--- config.mk ---
export PLATFORM = sky130hd
export DESIGN_NAME = ss_job_runner_flat
export DESIGN_NICKNAME = d
export VERILOG_FILES = /design/src/rtl/ss_job_runner_if.sv /design/src/rtl/ss_job_runner.sv /design/src/flat_wrapper.sv
export SDC_FILE = /design/constraint.sdc
export NUM_CORES = 1
export LEC_CHECK = 0
export ABC_CLOCK_PERIOD_IN_PS = 3500
export BUFFER_PORTS_ARGS = -buffer_cell sky130_fd_sc_hd__buf_2
export CAP_MARGIN = 20
export CORE_MARGIN = 5
export CORE_UTILIZATION = 40
export CTS_CLUSTER_DIAMETER = 150
export DETAILED_ROUTE_END_ITERATION = 16
export PLACE_DENSITY = 0.72
export RECOVER_POWER = 100
export SYNTH_ARGS = -nofsm -noshare
export SYNTH_HDL_FRONTEND = slang
export SYNTH_SLANG_ARGS = --single-unit
--- constraint.sdc ---
create_clock -name i_clk -period 3.5 [get_ports i_clk]
set_clock_uncertainty 0.15 [all_clocks]
set_input_delay 0.525 -clock i_clk [delete_from_list [all_inputs] [get_ports i_clk]]
set_output_delay 0.525 -clock i_clk [all_outputs]
set_load 0.02 [all_outputs]
--- src/rtl/ss_job_runner_if.sv ---
// Start/step/done bundle between a job issuer and ss_job_runner.
interface ss_job_runner_if #(parameter int CNT_W = 8);
    logic             i_w_start;
    logic [CNT_W-1:0] i_len;
    logic             i_stall;
    logic             o_busy;
    logic             o_step;
    logic [CNT_W-1:0] o_idx;
    logic             o_done;
    logic             o_overrun;

    modport master (output i_w_start, i_len, i_stall,
                    input  o_busy, o_step, o_idx, o_done, o_overrun);
    modport slave  (input  i_w_start, i_len, i_stall,
                    output o_busy, o_step, o_idx, o_done, o_overrun);
endinterface

--- src/rtl/ss_job_runner.sv ---
// Runs a fixed-length job of i_len step cycles per accepted start pulse,
// honouring a per-cycle stall, and closes with a one-cycle done pulse.
module ss_job_runner #(
    parameter int CNT_W = 8
) (
    input  logic            i_clk,
    input  logic            i_rst,
    ss_job_runner_if.slave  bus
);
    typedef enum logic [1:0] {IDLE, RUN, DONE} state_t;

    state_t           state, state_nxt;
    logic [CNT_W-1:0] len_q, idx_q;
    logic             overrun_q;
    logic             accept, adv, last_step;

    // Starts are only taken when not running; DONE accepts for back-to-back jobs.
    assign accept    = bus.i_w_start && (state == IDLE || state == DONE);
    assign adv       = (state == RUN) && !bus.i_stall;
    assign last_step = adv && (idx_q == len_q - CNT_W'(1));

    always_ff @(posedge i_clk) begin
        if (i_rst) state <= IDLE;
        else       state <= state_nxt;
    end

    always_ff @(posedge i_clk) begin
        if (i_rst) begin
            len_q     <= '0;
            idx_q     <= '0;
            overrun_q <= 1'b0;
        end else begin
            if (accept) begin
                len_q <= bus.i_len;
                idx_q <= '0;
            end else if (adv && !last_step) begin
                idx_q <= idx_q + CNT_W'(1);
            end
            if (state == RUN && bus.i_w_start) overrun_q <= 1'b1;
        end
    end

    always_comb begin
        state_nxt = state;
        case (state)
            IDLE, DONE: begin
                if (accept) state_nxt = (bus.i_len == '0) ? DONE : RUN;
                else        state_nxt = IDLE;
            end
            RUN:     if (last_step) state_nxt = DONE;
            default: state_nxt = IDLE;
        endcase
    end

    always_comb begin
        bus.o_busy    = (state == RUN) || (state == DONE);
        bus.o_step    = adv;
        bus.o_idx     = idx_q;
        bus.o_done    = (state == DONE);
        bus.o_overrun = overrun_q;
    end
endmodule

--- src/flat_wrapper.sv ---
// flat-port wrapper written by rule: the top's interface ports become plain ports
module ss_job_runner_flat 
#(
    parameter int CNT_W = 8
)
  (i_clk, i_rst, bus_i_w_start, bus_i_len, bus_i_stall, bus_o_busy, bus_o_step, bus_o_idx, bus_o_done, bus_o_overrun);
  ss_job_runner_if #(.CNT_W(CNT_W)) bus_i ();
  input  logic i_clk;
  input  logic i_rst;
  input wire logic [$bits(bus_i.i_w_start)-1:0] bus_i_w_start;
  input wire logic [$bits(bus_i.i_len)-1:0] bus_i_len;
  input wire logic [$bits(bus_i.i_stall)-1:0] bus_i_stall;
  output wire logic [$bits(bus_i.o_busy)-1:0] bus_o_busy;
  output wire logic [$bits(bus_i.o_step)-1:0] bus_o_step;
  output wire logic [$bits(bus_i.o_idx)-1:0] bus_o_idx;
  output wire logic [$bits(bus_i.o_done)-1:0] bus_o_done;
  output wire logic [$bits(bus_i.o_overrun)-1:0] bus_o_overrun;
  assign bus_i.i_w_start = bus_i_w_start;
  assign bus_i.i_len = bus_i_len;
  assign bus_i.i_stall = bus_i_stall;
  assign bus_o_busy = bus_i.o_busy;
  assign bus_o_step = bus_i.o_step;
  assign bus_o_idx = bus_i.o_idx;
  assign bus_o_done = bus_i.o_done;
  assign bus_o_overrun = bus_i.o_overrun;
  ss_job_runner #(.CNT_W(CNT_W)) u_core (.i_clk(i_clk), .i_rst(i_rst), .bus(bus_i));
endmodule
==> out/metrics.cfg, run 1 <==
[timing]
hold_viol = 0
max_freq_ghz = 0.394
finalSetupViolCount = 0
tns_ns = 0
final_max_slew_viol_count = 0
period_needed_ns = 2.54
rsz0062_at_grt = no
slew_headroom_pct = 31.7
period_share_pct = 72.6
tightest_slew_ns = 1.01

[critical_path]
cp.required_ns = 3.59
worst-setup-path-type = register to register
worstPathArrival_ns = 2.63
cp_slowest_stage_delay_ns = 0.49
worstRegToRegCells = 8
reg2reg_from = u_core.len_q[0]
start_kind = register
cp_top_family = simple AND/OR/NAND/NOR gates
crit_fanout = 9
slowest_stage = or4_1
worstSetupEndpointType = register
path_depth = 8
r2r_slack_ns = 0.96
worst-path-buf-inv = 1
crit_path_end = u_core.bus.o_idx[3]
r2r_end = u_core.bus.o_idx[3]
cp-startpoint = u_core.len_q[0]
critical_path.cell_chain = inv_1 > ha_1 > nor2b_1 > a311o_1 > mux2i_1 > o2111a_1 > or4_1 > a21oi_1

[outcome]
status = finished, final reports clean

[yosys]
synth_enable_flop_cells = 0
ys_seq_area_share_pct = 31.1
synth_nets = 169
syn-cell-area_sq_mm = 0.00122
yosys_warnings = 0
ys.flop_type = dfxtp_1
ys_seq_elements = 19
synth_area_leaders = dfxtp_1, a21oi_1, nand2_1
syn_inst = 152
synth_top_cell_by_area = dfxtp_1
synth_cell_types = 45
yosysTopAreaCellShare_pct = 31.1
synth-async-reset-ratio_pct = 0
avgSynthCellArea_sq_um = 8.03

[floorplan]
die_h_microns = 65.3
die_w_microns = 65.3
die_area_sq_mm = 0.00426
coreArea_sq_mm = 0.00298
ios = 24
placement_rows = 20
initial_core_util_pct = 41.0

[placement]
placed_cells_incl_taps = 201
dp_hpwl_microns = 2280
dpl_cell_area_sq_mm = 0.00134
gp_congestion = 0.874
portBuffers = 23

[layout]
diodes = 0
final_area_sq_mm = 0.00135
multi_input_area_sq_um = 763
final_common_cell = nand2_1
post-route-util_pct = 45.2
nNetsFinal = 190
syn_to_final_growth_pct = 10.1
final_cell_mix = nand2_1, dfxtp_1, a21oi_1
fillers = 301
final_cell_count_no_fill = 205
seq_area_sq_um = 380
drive_gt1_share_pct = 11.6

[routing]
wl_per_cell_microns = 14.4
vias = 1223
drtAntennaViolNets = 0
routed_wl_microns = 2950
drc = 0
vias_per_cell = 5.97
drt-initial-drc-count = 88
drt_pass1_iterations = 4

[min_path]
min_path_type = primary input to register

[clock_tree]
cts_root_buf = clkbuf_4
hold_buffers = 0
cts_tree = done
htree_levels = 1
clk_latency_ns = 0.31
clock_sinks = 19
post_cts_resized = 0
post_cts_buffers = 0
cts_buffer_depth = 2
path_clk_slew_ns = 0.12
numCtsBuffers = 3

[job]
maxCapViolCount = 0

[power_and_ir_drop]
powerDensity_mw_per_mm2 = 355
p_leak_nw = 0.469
ir_drop_uv = 180
power_uw = 478

[grt]
first_global_vias = 1160
grt_pass1_wl_microns = 5020
grt_max_degree = 18
grt_usage_pct = 14.6
antenna_found_initial = 0
grt_overflow = 0

logic make-up after synthesis:
family / share of synthesized area (%)
simple gates: 25.2
compound gates: 24.6
flops: 31.1
buf+inv: 5.63
xor+xnor: 5.02
fa+ha+maj: 5.12
mux: 3.28
cell usage after synthesis, types with 2 or more instances:
cell and count:
nor3_1 3, nand4_1 3, nand2b_1 2, ha_1 5
a21oi_1 18, inv_1 8, nand3_1 6, or3_1 4
clkbuf_1 4, xor2_1 3, nand2_1 24, nor4_1 2
mux2i_1 4, o2111a_2 2, nor2b_1 2, dfxtp_1 19
xnor2_1 4, or4_1 5, o21ai_0 4, nor2_1 4
o31ai_1 2
where the power goes:
group	leakage [nW]	internal (mW)	switching, mW
Sequential	0.155	0.227	0.0131
Clock	0.0139	0.0436	0.0790
Combinational	0.300	0.0475	0.0683
Total	0.469	0.318	0.160
how the worst min path moves through the flow:
| stage | cells after the start | from | slack [ns] | end |
|---|---|---|---|---|
| 2_1_floorplan | 2 | u_core.len_q[6] | 0.30 | u_core.len_q[6] |
| 3_3_place_gp | 2 | u_core.bus.o_overrun | 0.30 | u_core.bus.o_overrun |
| 3_5_place_dp | 2 | u_core.bus.o_overrun | 0.31 | u_core.bus.o_overrun |
| 4_1_cts | 3 | bus_i_len[6] | 0.30 | u_core.len_q[6] |
| 5_1_grt | 3 | bus_i_len[4] | 0.29 | u_core.len_q[4] |
| 6_report | 3 | bus_i_len[4] | 0.30 | u_core.len_q[4] |
area by class of cell:
| type | instances | share of cell area (%) |
|---|---|---|
| multi-input combinational | 118 | 56.7 |
| inverter | 8 | 2.23 |
| clock buffer | 3 | 1.67 |
| sequential | 19 | 28.3 |
| clock inverter | 1 | 0.558 |
| tap | 33 | 3.07 |
| timing repair buffer | 23 | 7.44 |
sequential cells by signal, indices dropped and copies added (netlist names):
signal / flops
u_core.bus.o_overrun: 1
u_core.bus.o_idx: 8
u_core.state: 2
u_core.len_q: 8
stage by stage:
stage	setup WS [ns]	hold slack (ns)
floorplan	1.22	0.299
global placement	1.13	0.301
detailed placement	1.01	0.308
CTS	0.971	0.296
global route	0.773	0.288
finish	0.960	0.298
routing by layer:
layer	GRT usage [%]	vias to the layer above	part of all wire (%)
li1	-	603	-
met3	3.42	6	6.2
met5	0	-	0
met1	18.3	577	46
met2	24.5	37	47
met4	4.92	0	1.4
worst register-to-register path, stage by stage (launching register included):
cell and delay [ns]:
dfxtp_1 0.37, inv_1 0.10, ha_1 0.23, nor2b_1 0.31, a311o_1 0.22, mux2i_1 0.10
o2111a_1 0.36, or4_1 0.49, a21oi_1 0.15
No activity file was read; power rests on OpenSTA's default activity.
==> inputs of run 2 (changes only) <==
- ABC_CLOCK_PERIOD_IN_PS: 3500 -> 2300
- PLACE_DENSITY: 0.72 -> 0.74
- clock period: 3.5 -> 2.3 ns (I/O delays scaled with it)
==> run 2 against run 1 <==
Effect of this change:
- worst setup slack lost 0.94 ns
- highest routed layer unchanged
- count of clock-buffer cells in the layout is the same
- critical endpoint is now u_core.state[1]
- sequential power rose by 50%
- flip-flop and latch count did not move
- sequential share of layout area shrank 4.6 points
- largest cell class unchanged
- utilization up 9.7 points
==> out/metrics.cfg, run 2 (same netlist as run 1, synthesis figures left out) <==
[layout]
final_area_sq_mm = 0.00163  ; +21%
diodes = 0  ; unchanged
syn_to_final_growth_pct = 33.7
final_cell_count_no_fill = 220  ; +7.3%
final_common_cell = nand2_1
drive_gt1_share_pct = 34.2  ; +23 points
fillers = 279  ; -7.3%
nNetsFinal = 205  ; +7.9%
final_cell_mix = nand2_1, a21oi_1, dfxtp_1

[floorplan]
die_w_microns = 65.3  ; unchanged
placement_rows = 20  ; unchanged
ios = 24  ; unchanged
coreArea_sq_mm = 0.00298  ; unchanged
die_h_microns = 65.3  ; unchanged
initial_core_util_pct = 41.0  ; unchanged
die_area_sq_mm = 0.00426  ; unchanged

[routing]
drtAntennaViolNets = 0  ; unchanged
drc = 0  ; unchanged
vias_per_cell = 6.01  ; +0.80%
drt_pass1_iterations = 4  ; unchanged
routed_wl_microns = 3460  ; +17%
vias = 1323  ; +8.2%
wl_per_cell_microns = 15.7  ; +9.1%
drt-initial-drc-count = 102  ; +16%

[critical_path]
start_kind = register
r2r_slack_ns = 0.02  ; -0.94 ns
slowest_stage = or4_4
worstPathArrival_ns = 2.38  ; -0.25 ns
cp_top_family = simple AND/OR/NAND/NOR gates
crit_top_cell = or4_4
cp.required_ns = 2.40  ; -1.19 ns
worstSetupEndpointType = register
critical_path.cell_chain = or4_4 > or4_4 > o31ai_4 > o2111a_2 > o211ai_1 > a31oi_1
worst-path-buf-inv = 0  ; -1
crit_fanout = 5  ; -4
worst-setup-path-type = register to register
cp_slowest_stage_delay_ns = 0.57  ; +0.08 ns

[grt]
grt_overflow = 0  ; unchanged
first_global_vias = 1259  ; +8.5%
grt_pass1_wl_microns = 5380  ; +7.3%
grt_max_degree = 18  ; unchanged
antenna_found_initial = 0  ; unchanged
grt_usage_pct = 15.9  ; +1.3 points

[timing]
final_max_slew_viol_count = 0  ; unchanged
finalSetupViolCount = 0  ; unchanged
slew_headroom_pct = 71.8  ; +40 points
period_share_pct = 99.3  ; +27 points
rsz0062_at_grt = yes
setup_ws_ns = 0.0158  ; -0.944 ns
period_needed_ns = 2.28  ; -0.256 ns
hold_viol = 0  ; unchanged
whs_ns = 0.109  ; -0.190 ns
tightest_slew_ns = 0.422  ; -0.592 ns
max_freq_ghz = 0.438  ; +11%

[power_and_ir_drop]
p_leak_nw = 0.584  ; +25%
powerDensity_mw_per_mm2 = 508  ; +43%
power_uw = 830  ; +74%
ir_drop_uv = 283  ; +57%

[job]
maxCapViolCount = 0  ; unchanged

[clock_tree]
cts_root_buf = clkbuf_4
cts_tree = done
cts_buffer_depth = 2  ; unchanged
clock_sinks = 19  ; unchanged
clk_latency_ns = 0.31  ; about the same
htree_levels = 1  ; unchanged
numCtsBuffers = 3  ; unchanged
path_clk_slew_ns = 0.11  ; about the same

[min_path]
min_path_type = primary input to register

[placement]
place_ws_ns = -0.0945  ; -1.10 ns
portBuffers = 23  ; unchanged
gp_congestion = 0.838  ; -4.1%
placed_cells_incl_taps = 214  ; +6.5%
dpl_cell_area_sq_mm = 0.00144  ; +7.3%
dp_hpwl_microns = 2460  ; +8.0%

[outcome]
status = finished, final reports clean

-- run 2: changes by cell type in the layout (fill, tap and decap cells not counted), moves of 3 or more --
cell     previous run  this run
a21oi_1            18        15
a21oi_2             0         3
buf_4               0        13
dfxtp_1            19        14
dfxtp_2             0         5
-- run 2: layout make-up --
class	count	area (sq um)	share of cell area (%)
clock buffer	3	22.5	1.38
clock inverter	1	7.51	0.460
inverter	8	30.0	1.84
multi-input combinational	119	941	57.6
sequential	19	387	23.7
tap	33	41.3	2.53
timing repair buffer	37	204	12.5
-- run 2: report_power, final --
part | internal (mW) | switching [mW]
sequential | 0.346 | 0.0129
combinational | 0.127 | 0.163
clock | 0.0665 | 0.115
total | 0.539 | 0.291
-- run 2: worst register-to-register path: cells and delay by family (launching register included) --
family | cells | cell delay, ns
AND/OR/NAND/NOR | 2 | 1.02
AO/OA/AOI/OAI | 4 | 0.71
flip-flops | 1 | 0.35
-- run 2: layer usage --
metal	share of wire, %	global-route usage, %
met2	49	27.9
met5	0	0
met1	41	17.8
met4	2.3	6.48
met3	8.1	4.62
-- run 2: path summary, 6_finish.rpt --
| check | startpoint | to | cells after the start |
|---|---|---|---|
| setup / recovery | u_core.len_q[6] | u_core.state[1] | 6 |
| setup reg to reg | u_core.len_q[6] | u_core.state[1] | 6 |
| hold reg to reg | u_core.len_q[6] | u_core.len_q[6] | 2 |
| hold / removal | bus_i_len[3] | u_core.len_q[3] | 3 |
-- run 2: timing repair --
item                                    4_1_cts  5_1_grt
hold buffers                                  0        0
resized for setup                             9       28
pin swaps                                     2       16
endpoints found under the setup margin        8        9
buffers inserted                              1        2
hold endpoints to repair                      0        0
gates cloned                                  1        0
-- run 2: per-stage QoR --
stage / setup TNS, ns / util, %
floorplan: 0 / -
global placement: -0.0675 / 48.2
detailed placement: -0.377 / 48.2
CTS: -0.0115 / 51.1
global route: -0.198 / 54.8
finish: 0 / 54.8
